===== src/rtl/mult_pipe_fu_pkg.sv =====
// Shared types for the pipelined multiply functional unit: function codes,
// default depth, and the response bundle seen by the complete stage.
`ifndef MULT_PIPE_FU_STAGES
`define MULT_PIPE_FU_STAGES 4
`endif

package mult_pipe_fu_pkg;

    localparam int MULT_STAGES_DEFAULT = `MULT_PIPE_FU_STAGES;

    // Encodings follow RV32M funct3 so the issue queue can pass funct3 straight through.
    typedef enum logic [2:0] {
        MUL    = 3'b000,
        MULH   = 3'b001,
        MULHSU = 3'b010,
        MULHU  = 3'b011
    } mult_func_e;

    localparam int FU_XLEN  = 32;
    localparam int FU_TAG_W = 7;
    localparam int FU_ROB_W = 6;

    typedef struct packed {
        logic                valid;
        logic [FU_XLEN-1:0]  value;
        logic [FU_TAG_W-1:0] dest_prf;
        logic [FU_ROB_W-1:0] rob_idx;
    } fu_resp_t;

endpackage


===== src/rtl/mult_stage.sv =====
// One multiplier slot: folds CHUNK multiplier bits into the partial product on load.
// Latency 1 cycle; holds contents while not advancing, valid clears on flush.
module mult_stage
    import mult_pipe_fu_pkg::*;
#(
    parameter int XLEN  = 32,
    parameter int CHUNK = 8,
    parameter int TW    = 7,
    parameter int RW    = 6
) (
    input  logic              clock,
    input  logic              reset,
    input  logic              flush_i,
    input  logic              load_i,
    input  logic              adv_i,
    input  mult_func_e        func_i,
    input  logic [TW-1:0]     dest_i,
    input  logic [RW-1:0]     rob_i,
    input  logic [2*XLEN-1:0] pp_i,
    input  logic [2*XLEN-1:0] mcand_i,
    input  logic [XLEN-1:0]   mplier_i,
    output logic              valid_o,
    output logic              valid_d_o,
    output mult_func_e        func_o,
    output logic [TW-1:0]     dest_o,
    output logic [RW-1:0]     rob_o,
    output logic [2*XLEN-1:0] pp_o,
    output logic [2*XLEN-1:0] mcand_o,
    output logic [XLEN-1:0]   mplier_o
);
    localparam int PW = 2 * XLEN;

    logic            valid_q,  valid_d;
    mult_func_e      func_q,   func_d;
    logic [TW-1:0]   dest_q,   dest_d;
    logic [RW-1:0]   rob_q,    rob_d;
    logic [PW-1:0]   pp_q,     pp_d;
    logic [PW-1:0]   mcand_q,  mcand_d;
    logic [XLEN-1:0] mplier_q, mplier_d;

    always_comb begin
        valid_d  = valid_q;
        func_d   = func_q;
        dest_d   = dest_q;
        rob_d    = rob_q;
        pp_d     = pp_q;
        mcand_d  = mcand_q;
        mplier_d = mplier_q;
        if (flush_i)     valid_d = 1'b0;
        else if (load_i) valid_d = 1'b1;
        else if (adv_i)  valid_d = 1'b0;
        if (load_i) begin
            func_d   = func_i;
            dest_d   = dest_i;
            rob_d    = rob_i;
            pp_d     = pp_i + mcand_i * PW'(mplier_i[CHUNK-1:0]);
            mcand_d  = mcand_i << CHUNK;
            mplier_d = mplier_i >> CHUNK;
        end
    end

    always_ff @(posedge clock) begin
        if (reset) begin
            valid_q  <= 1'b0;
            func_q   <= MUL;
            dest_q   <= '0;
            rob_q    <= '0;
            pp_q     <= '0;
            mcand_q  <= '0;
            mplier_q <= '0;
        end else begin
            valid_q  <= valid_d;
            func_q   <= func_d;
            dest_q   <= dest_d;
            rob_q    <= rob_d;
            pp_q     <= pp_d;
            mcand_q  <= mcand_d;
            mplier_q <= mplier_d;
        end
    end

    assign valid_o   = valid_q;
    assign valid_d_o = valid_d;
    assign func_o    = func_q;
    assign dest_o    = dest_q;
    assign rob_o     = rob_q;
    assign pp_o      = pp_q;
    assign mcand_o   = mcand_q;
    assign mplier_o  = mplier_q;

endmodule


===== src/rtl/mult_pipe_fu.sv =====
// Elastic STAGES-deep shift-add multiplier FU (MUL/MULH/MULHSU/MULHU) with tag pass-through.
// Latency STAGES cycles unstalled, 1/cycle; bubbles collapse, full pipe drops req_ready_o.
module mult_pipe_fu
    import mult_pipe_fu_pkg::*;
#(
    parameter  int XLEN      = 32,
    parameter  int STAGES    = MULT_STAGES_DEFAULT,
    parameter  int PHYS_REGS = 128,
    parameter  int ROB_DEPTH = 64,
    localparam int TW        = $clog2(PHYS_REGS),
    localparam int RW        = $clog2(ROB_DEPTH),
    localparam int OW        = $clog2(STAGES + 1)
) (
    input  logic            clock,
    input  logic            reset,
    input  logic            req_valid_i,
    output logic            req_ready_o,
    input  logic [2:0]      req_func_i,
    input  logic [XLEN-1:0] req_src1_i,
    input  logic [XLEN-1:0] req_src2_i,
    input  logic [TW-1:0]   req_dest_prf_i,
    input  logic [RW-1:0]   req_rob_idx_i,
    input  logic            flush_i,
    output logic            resp_valid_o,
    input  logic            resp_ready_i,
    output logic [XLEN-1:0] resp_value_o,
    output logic [TW-1:0]   resp_dest_prf_o,
    output logic [RW-1:0]   resp_rob_idx_o,
    output logic [OW-1:0]   occupancy_o
);
    localparam int CHUNK = XLEN / STAGES;
    localparam int PW    = 2 * XLEN;
    localparam int L     = STAGES - 1;

    if (STAGES < 1 || STAGES > XLEN || (XLEN % STAGES) != 0) begin : g_bad_cfg
        $error("mult_pipe_fu: STAGES must divide XLEN and lie in 1..XLEN");
    end

    logic [STAGES-1:0] valid, valid_d, adv, load;
    mult_func_e        func_s   [STAGES];
    logic [TW-1:0]     dest_s   [STAGES];
    logic [RW-1:0]     rob_s    [STAGES];
    logic [PW-1:0]     pp_s     [STAGES];
    logic [PW-1:0]     mcand_s  [STAGES];
    logic [XLEN-1:0]   mplier_s [STAGES];

    mult_func_e    in_func;
    logic [PW-1:0] in_pp, in_mcand;
    logic [OW-1:0] occupancy_q, occupancy_d;
    logic          unused_tail;

    // A slot moves when the slot after it is empty or itself moving.
    always_comb begin
        adv    = '0;
        adv[L] = valid[L] && resp_ready_i;
        for (int k = STAGES - 2; k >= 0; k--) begin
            adv[k] = valid[k] && (!valid[k+1] || adv[k+1]);
        end
    end

    assign req_ready_o = !valid[0] || adv[0];

    always_comb begin
        load    = '0;
        load[0] = req_valid_i && req_ready_o && !flush_i;
        for (int k = 1; k < STAGES; k++) begin
            load[k] = adv[k-1];
        end
    end

    // Only the low XLEN multiplier bits are stepped; a negative signed rs2
    // contributes -(rs1 << XLEN) modulo 2^(2*XLEN), which seeds the product.
    always_comb begin
        in_func  = mult_func_e'(req_func_i);
        in_mcand = (in_func != MULHU) ? {{XLEN{req_src1_i[XLEN-1]}}, req_src1_i}
                                      : {{XLEN{1'b0}}, req_src1_i};
        in_pp    = '0;
        if ((in_func == MUL || in_func == MULH) && req_src2_i[XLEN-1]) begin
            in_pp = PW'(0) - {req_src1_i, {XLEN{1'b0}}};
        end
    end

    for (genvar k = 0; k < STAGES; k++) begin : g_slot
        mult_func_e      func_in;
        logic [TW-1:0]   dest_in;
        logic [RW-1:0]   rob_in;
        logic [PW-1:0]   pp_in, mcand_in;
        logic [XLEN-1:0] mplier_in;

        if (k == 0) begin : g_head
            assign func_in   = in_func;
            assign dest_in   = req_dest_prf_i;
            assign rob_in    = req_rob_idx_i;
            assign pp_in     = in_pp;
            assign mcand_in  = in_mcand;
            assign mplier_in = req_src2_i;
        end else begin : g_body
            assign func_in   = func_s[k-1];
            assign dest_in   = dest_s[k-1];
            assign rob_in    = rob_s[k-1];
            assign pp_in     = pp_s[k-1];
            assign mcand_in  = mcand_s[k-1];
            assign mplier_in = mplier_s[k-1];
        end

        mult_stage #(
            .XLEN (XLEN),
            .CHUNK(CHUNK),
            .TW   (TW),
            .RW   (RW)
        ) u_stage (
            .clock    (clock),
            .reset    (reset),
            .flush_i  (flush_i),
            .load_i   (load[k]),
            .adv_i    (adv[k]),
            .func_i   (func_in),
            .dest_i   (dest_in),
            .rob_i    (rob_in),
            .pp_i     (pp_in),
            .mcand_i  (mcand_in),
            .mplier_i (mplier_in),
            .valid_o  (valid[k]),
            .valid_d_o(valid_d[k]),
            .func_o   (func_s[k]),
            .dest_o   (dest_s[k]),
            .rob_o    (rob_s[k]),
            .pp_o     (pp_s[k]),
            .mcand_o  (mcand_s[k]),
            .mplier_o (mplier_s[k])
        );
    end

    assign unused_tail = ^{mcand_s[L], mplier_s[L]};

    assign resp_valid_o = valid[L];

    always_comb begin
        resp_value_o    = '0;
        resp_dest_prf_o = '0;
        resp_rob_idx_o  = '0;
        if (valid[L]) begin
            resp_value_o    = (func_s[L] == MUL) ? pp_s[L][XLEN-1:0] : pp_s[L][PW-1:XLEN];
            resp_dest_prf_o = dest_s[L];
            resp_rob_idx_o  = rob_s[L];
        end
    end

    always_comb begin
        occupancy_d = OW'($countones(valid_d));
    end

    always_ff @(posedge clock) begin
        if (reset) occupancy_q <= '0;
        else       occupancy_q <= occupancy_d;
    end

    assign occupancy_o = occupancy_q;

endmodule


===== config.mk =====
export PLATFORM = sky130hd
export DESIGN_NAME = mult_pipe_fu
export DESIGN_NICKNAME = d
export VERILOG_FILES = /design/src/rtl/mult_pipe_fu_pkg.sv /design/src/rtl/mult_stage.sv /design/src/rtl/mult_pipe_fu.sv
export SDC_FILE = /design/constraint.sdc
export NUM_CORES = 2
export LEC_CHECK = 0
export ABC_AREA = 1
export CELL_PAD_IN_SITES_DETAIL_PLACEMENT = 0
export CELL_PAD_IN_SITES_GLOBAL_PLACEMENT = 1
export CORE_ASPECT_RATIO = 0.75
export CORE_MARGIN = 4
export CORE_UTILIZATION = 34
export DETAILED_ROUTE_END_ITERATION = 16
export PLACE_DENSITY_LB_ADDON = 0.1
export SETUP_SLACK_MARGIN = 0.1
export SYNTH_ARGS = -nofsm -noshare
export SYNTH_HDL_FRONTEND = slang
export SYNTH_SLANG_ARGS = --single-unit

===== constraint.sdc =====
create_clock -name clock -period 27.3 [get_ports clock]
set_input_delay 5.46 -clock clock [delete_from_list [all_inputs] [get_ports clock]]
set_output_delay 5.46 -clock clock [all_outputs]
set_load 0.02 [all_outputs]

* Word level (Yosys, flattened, before mapping)
Index checks and enable logic that the tools add are counted.
** Cells by class
- Multipliers :: 4
- Equality and inequality tests :: 2
- $add $sub $neg :: 8
- Mux-type cells :: 18
- Reduce and logical (&&, ||, !) cells :: 19
** Operators by type and width (count)
- $add A64 B64 Y64 :: 4
- $mux W64 :: 2
- $mul A64 B8 Y64 :: 1
- $mux W32 :: 2
- $sub A1 B64 Y64 const A :: 1
- $mul A56 B8 Y56 :: 1
- $mul A48 B8 Y48 :: 1
- $mul A40 B8 Y40 :: 1
- $mux W1 :: 12
- $logic_and A1 B1 Y1 :: 7
- $mux W7 :: 1
- $logic_not A3 Y1 :: 2
- $mux W6 :: 1
- $logic_not A1 Y1 :: 5
- $logic_or A1 B1 Y1 :: 5
- $add A1 B1 Y2 :: 2
- $add A2 B2 Y3 :: 1
- $eq A3 B1 Y1 const B :: 1
- $ne A3 B2 Y1 const B :: 1
** Storage, ports and cells
- Word-level logic and storage cells :: 78
- Bits of input ports :: 85
- Flip-flop bits (word level) :: 519
- Output and inout bits :: 50

* Depth between registers and ports, before layout
- Word-level depth :: 14
- Depth in mapped cells :: 39
- Depth with buffers taken out :: 37

* By module
From an unflattened synthesis, not the netlist that was laid out.
** Unflattened totals
- Cell total of the unflattened synthesis :: 15432
- Area, all modules :: 101990.3 um2
** Modules (own cells, without submodules)
- mult_stage at g_slot[3].u_stage :: cells each 3750, times used 1, seq. area each 3223.1 um2, area an instance 25059.0 um2
- mult_stage at g_slot[0].u_stage :: cells each 3797, times used 1, seq. area each 3223.1 um2, area an instance 25047.8 um2
- mult_stage at g_slot[2].u_stage :: cells each 3726, times used 1, seq. area each 3223.1 um2, area an instance 24951.4 um2
- mult_stage at g_slot[1].u_stage :: cells each 3732, times used 1, seq. area each 3223.1 um2, area an instance 24943.9 um2
- mult_pipe_fu :: cells each 427, times used 1, seq. area each 60.1 um2, area an instance 1988.2 um2

* Worst setup path before layout
OpenSTA, ideal clock, no wires.
- Path type :: input port to flip-flop
- From :: input req_func_i[0]
- To :: register g_slot[0].u_stage.pp_q[45]
- Path buffers :: 1
- Path slack :: 14.567 ns
- Arrival time :: 12.624 ns
- Required time :: 27.191 ns
- Setup time :: 0.109 ns
- Stages on the path :: 21
- Cells stage by stage :: clkbuf_1 -> a31oi_1 -> fa_1 -> fa_1 -> inv_1 -> fa_1 -> inv_1 -> fa_1 -> ha_1 -> nand2_1 -> nor2_1 -> inv_1 -> nor2_1 -> inv_1 -> nor2_1 -> inv_1 -> or2_1 -> nand4_1 -> nand3_1 -> nand2_1 -> inv_1
** Between the ends
- Word-level cells in the longest chain between the ends :: 5
- Elaborated cells between the ends (all ways) :: 9
- Those cells by class :: add/sub: 1; mul: 1; eq/ne: 2; mux: 2; reduce/logical: 3
** Ends and longest elaborated chain
- from (decl) :: line mult_pipe_fu.sv:18 : input logic [2:0] req_func_i,
- parallel branches: the longest is 4 deep, another holds $mul A64 B8 Y64
- $add A64 B64 Y64 * :: line mult_stage.sv:56 : pp_d = pp_i + mcand_i * PW'(mplier_i[CHUNK-1:0]);
- to (signal assigned) :: line mult_stage.sv:76 : pp_q <= pp_d;
- to (decl) :: line mult_stage.sv:37 : logic [PW-1:0] pp_q, pp_d;
Mark *: on every way between the ends.
A chain may end at the register's enable or synchronous reset.

* Final worst setup path
- From :: input resp_ready_i
- To :: output req_ready_o
** Between the ends
- Word-level cells in the longest chain between the ends :: 8
** Ends and longest elaborated chain
- from (decl) :: line mult_pipe_fu.sv:25 : input logic resp_ready_i,
- $logic_and A1 B1 Y1 :: line mult_pipe_fu.sv:55 : adv[L] = valid[L] && resp_ready_i;
- $logic_or A1 B1 Y1 :: line mult_pipe_fu.sv:57 : adv[k] = valid[k] && (!valid[k+1] || adv[k+1]);
- $logic_and A1 B1 Y1 :: line mult_pipe_fu.sv:57
- $logic_or A1 B1 Y1 :: line mult_pipe_fu.sv:57
- $logic_and A1 B1 Y1 :: line mult_pipe_fu.sv:57
- $logic_or A1 B1 Y1 :: line mult_pipe_fu.sv:57
- $logic_and A1 B1 Y1 :: line mult_pipe_fu.sv:57
- $logic_or A1 B1 Y1 :: line mult_pipe_fu.sv:61 : assign req_ready_o = !valid[0] || adv[0];
- to (decl) :: line mult_pipe_fu.sv:17 : output logic req_ready_o,
No other way between the ends.

==> impl_metrics.csv <==
group,metric,value,unit
cts,cts-root-buf,"clkbuf_16",
cells_and_area,final_cell_count_no_fill,13200,
timing,finClkSkew,0.0280,ns
timing,setup_tns,0,ns
timing,worst_pin_slew,1.49,ns
cts,cts_resized,0,
global_route,gr-max-usage-layer,"met1",
timing,drv_slew,0,
cts,cts_buffers,59,
cts,clock_latency,0.72,ns
floorplanning,die-height,403,um
cells_and_area,nNetsFinal,11800,
critical_path,worst_ep_arrival_time,7.12,ns
timing,timing.final.crit_share,46.1,%
cells_and_area,fin_area,76600,sq um
outcome,status,"finished, violations left",
detailed_routing,drc,0,
critical_path,path_max_fanout,3,
yosys,synth-edff-count,0,
floorplanning,initial_core_util,34.4,%
detailed_routing,drt_iter0_markers,5777,
timing,rsz0062_at_grt,"false",
global_route,gr-usage-all-layers,26.4,%
global_route,antenna_found_initial,18,
timing,maxSlewHeadroom,0.137,%
cells_and_area,drive_above_1_share,2.61,%
cts,cts_setup_buffers,0,
placement,placed_cell_area,74600,sq um
job,drv_cap,1,
power_and_ir_drop,leakage,42.4,nW
critical_path,r2r_slack,18.82,ns
yosys,yosysMostFrequentCell,"inv_1",
global_route,grt_pass1_wl,428000,um
yosys,yosysTopAreaCellShare,26.4,%
global_route,grt_max_degree,102,
yosys,synth_cells,10600,
critical_path,r2r-start,"g_slot[1].u_stage.mplier_o[7]",
yosys,synth-seq-cells,474,
detailed_routing,num_vias,65500,
timing,fmaxAchievable,79.5,MHz
cts,htree_num_levels,2,
cells_and_area,area_growth,8.00,%
placement,hpwlAfterDp,238000,um
yosys,yosysWarnings,0,
min_path,worstHoldStart,"g_slot[0].u_stage.pp_o[0]",
yosys,synth_top_area_cell,"fa_1",
placement,dp_cells,13100,
cts,hold_buffers,0,
power_and_ir_drop,total_power,0.00420,W
detailed_routing,viasPerCell,4.94,
floorplanning,row_count,144,
min_path,min_to,"g_slot[0].u_stage.pp_o[0]",
min_path,hold_depth,2,
detailed_routing,finalWirelength,287000,um
timing,final.min_clock_period,12.58,ns
timing,setup_viol,0,
critical_path,reg2reg_depth,29,
cts,clock-sinks,474,
critical_path,criticalPathCategory,"input pin to output pin",
outcome,violations,"capacitance limit",
critical_path,critPathSlowestCell,"clkdlybuf4s50_1",
floorplanning,die_x,535,um
timing,worst_slack,14.72,ns
global_route,first_global_vias,64100,
placement,pre_cts_slack,14.71,ns
yosys,syn_nets,12000,
detailed_routing,avgRoutedWirePerCell,21.7,um
floorplanning,core,206000,sq um
critical_path,crit_path_start_kind,"input pin",
min_path,hold_class,"flop to flop",
global_route,global_route.usage.met1,42.2,%
yosys,synth.area.top_cells,"fa_1 26%, dfxtp_1 13%, inv_1 13%",
critical_path,worstReg2RegEnd,"g_slot[2].u_stage.pp_o[59]",
yosys,yosys-top-cells-count,"2429 x inv_1, 2230 x nand2_1, 1367 x nor2_1, 935 x fa_1, 573 x o21ai_0",
global_route,grt_use_met2,33.8,%
critical_path,critPathCaptureType,"output pin",
yosys,postSynthAreaPerCell,6.70,sq um
yosys,synth.distinct_cells,59,
cts,tritoncts,"built",
yosys,seq_area_frac_synth,13.4,%
yosys,synth-main-ff-cell,"dfxtp_1",
cts,clk_pin_slew,0.06,ns
critical_path,crit_chain,"clkdlybuf4s50_1 > clkinv_1 > nand2_1 > nor2_1 > inv_2 > nor2_2 > inv_2 > nor2_4 > inv_1 > clkdlybuf4s50_1",
placement,globalplace.congestion,0.971,
critical_path,path_delay_family,"buffers and inverters",
yosys,synth_area,70900,sq um
yosys,async_reset_ff_share,0,%
critical_path,path_buf_inv,6,
floorplanning,ios,135,
detailed_routing,drtAntennaViolNets,0,
power_and_ir_drop,p_per_area,54.9,nW/um^2
detailed_routing,first_pass_iters,6,
critical_path,critPathMaxStageDelay,0.54,ns
cts,cts_buffer_depth,3,
global_route,overflow,0,
floorplanning,dieArea,216000,sq um
placement,port_buffers,134,
power_and_ir_drop,max-vdd-ir-drop,0.0000596,V
critical_path,worstPathRequired,21.84,ns
global_route,grt_util_met3,9.37,%
timing,report.final.hold_viol_count,0,
==> logic make-up after synthesis <==
kind of cell,after synthesis,share of synthesized area [%]
xor+xnor,212,2.62
buf+inv,2906,15.6
compound gates,1516,11.6
fa+ha+maj,1342,33.6
simple gates,4133,23.3
flops,474,13.4
==> sequential cells by signal, summed over array words and instances (netlist names) <==
name,cells
g_slot.u_stage.dest_o,28
g_slot.u_stage.mcand_o,99
g_slot.u_stage.mplier_o,48
occupancy_o,3
g_slot.u_stage.func_o,12
g_slot.u_stage.rob_o,24
g_slot.u_stage.pp_o,256
g_slot.u_stage.valid_o,4
==> tightest hold or removal path, delay by kind of cell (launching register included) <==
kind	cells	cell delay (ns)
AND/OR/NAND/NOR	1	0.06
flip-flops	1	0.30
AO/OA/AOI/OAI	1	0.06
==> stage by stage <==
step,hold slack (ns),utilization (%)
finish,0.465,37.1
detailed placement,0.456,36.1
global placement,0.453,36.1
floorplan,0.430,-
CTS,0.466,37.1
global route,0.490,37.1
==> routing by layer <==
metal / wire, um / vias up
met5: 329 / -
met4: 3490 / 4
met1: 149000 / 31800
met3: 32000 / 162
li1: - / 31400
met2: 102000 / 2098
==> where the power goes <==
group / leakage [nW] / total [W] / switching [W] / internal (W)
clock network: 0.959 / 0.000837 / 0.000375 / 0.000462
logic: 37.6 / 0.00257 / 0.00184 / 0.000725
registers: 3.87 / 0.000796 / 0.0000595 / 0.000736
total: 42.4 / 0.00420 / 0.00228 / 0.00192
==> cell type report <==
cell class / instances / area [sq um]
Sequential cell: 474 / 9500
Timing Repair Buffer: 199 / 1830
Antenna cell: 8 / 20.0
Multi-Input combinational cell: 7203 / 50400
Clock buffer: 82 / 1690
Inverter: 2485 / 9350
Tap cell: 2774 / 3470
Clock inverter: 24 / 285
Fill cell: 22500 / 130000
==> layout by cell type (no fill, tap or decap), drive strengths merged, types with 35 or more instances in the layout <==
| master | instances |
|---|---|
| a21o | 37 |
| o21bai | 58 |
| clkbuf | 82 |
| o211ai | 35 |
| xnor2 | 58 |
| dfxtp | 474 |
| buf | 66 |
| a31oi | 61 |
| nand4 | 85 |
| fa | 935 |
| a21oi | 542 |
| nand2 | 2235 |
| inv | 2483 |
| ha | 407 |
| nand3 | 294 |
| nor3 | 83 |
| nor2 | 1378 |
| o21ai | 732 |
| xor2 | 154 |
| clkdlybuf4s50 | 133 |
==> how the worst max path moves through the flow <==
stage,to,cells past startpoint,start,slack (ns)
after global routing,req_ready_o,10,resp_ready_i,14.58
final,req_ready_o,10,resp_ready_i,14.72
after floorplan,g_slot[0].u_stage.pp_o[45],21,req_func_i[0],14.57
after global placement,req_ready_o,10,resp_ready_i,14.63
after CTS,req_ready_o,10,resp_ready_i,14.70
after detailed placement,req_ready_o,10,resp_ready_i,14.71
Note: power is estimated with default switching activity, not from simulation.
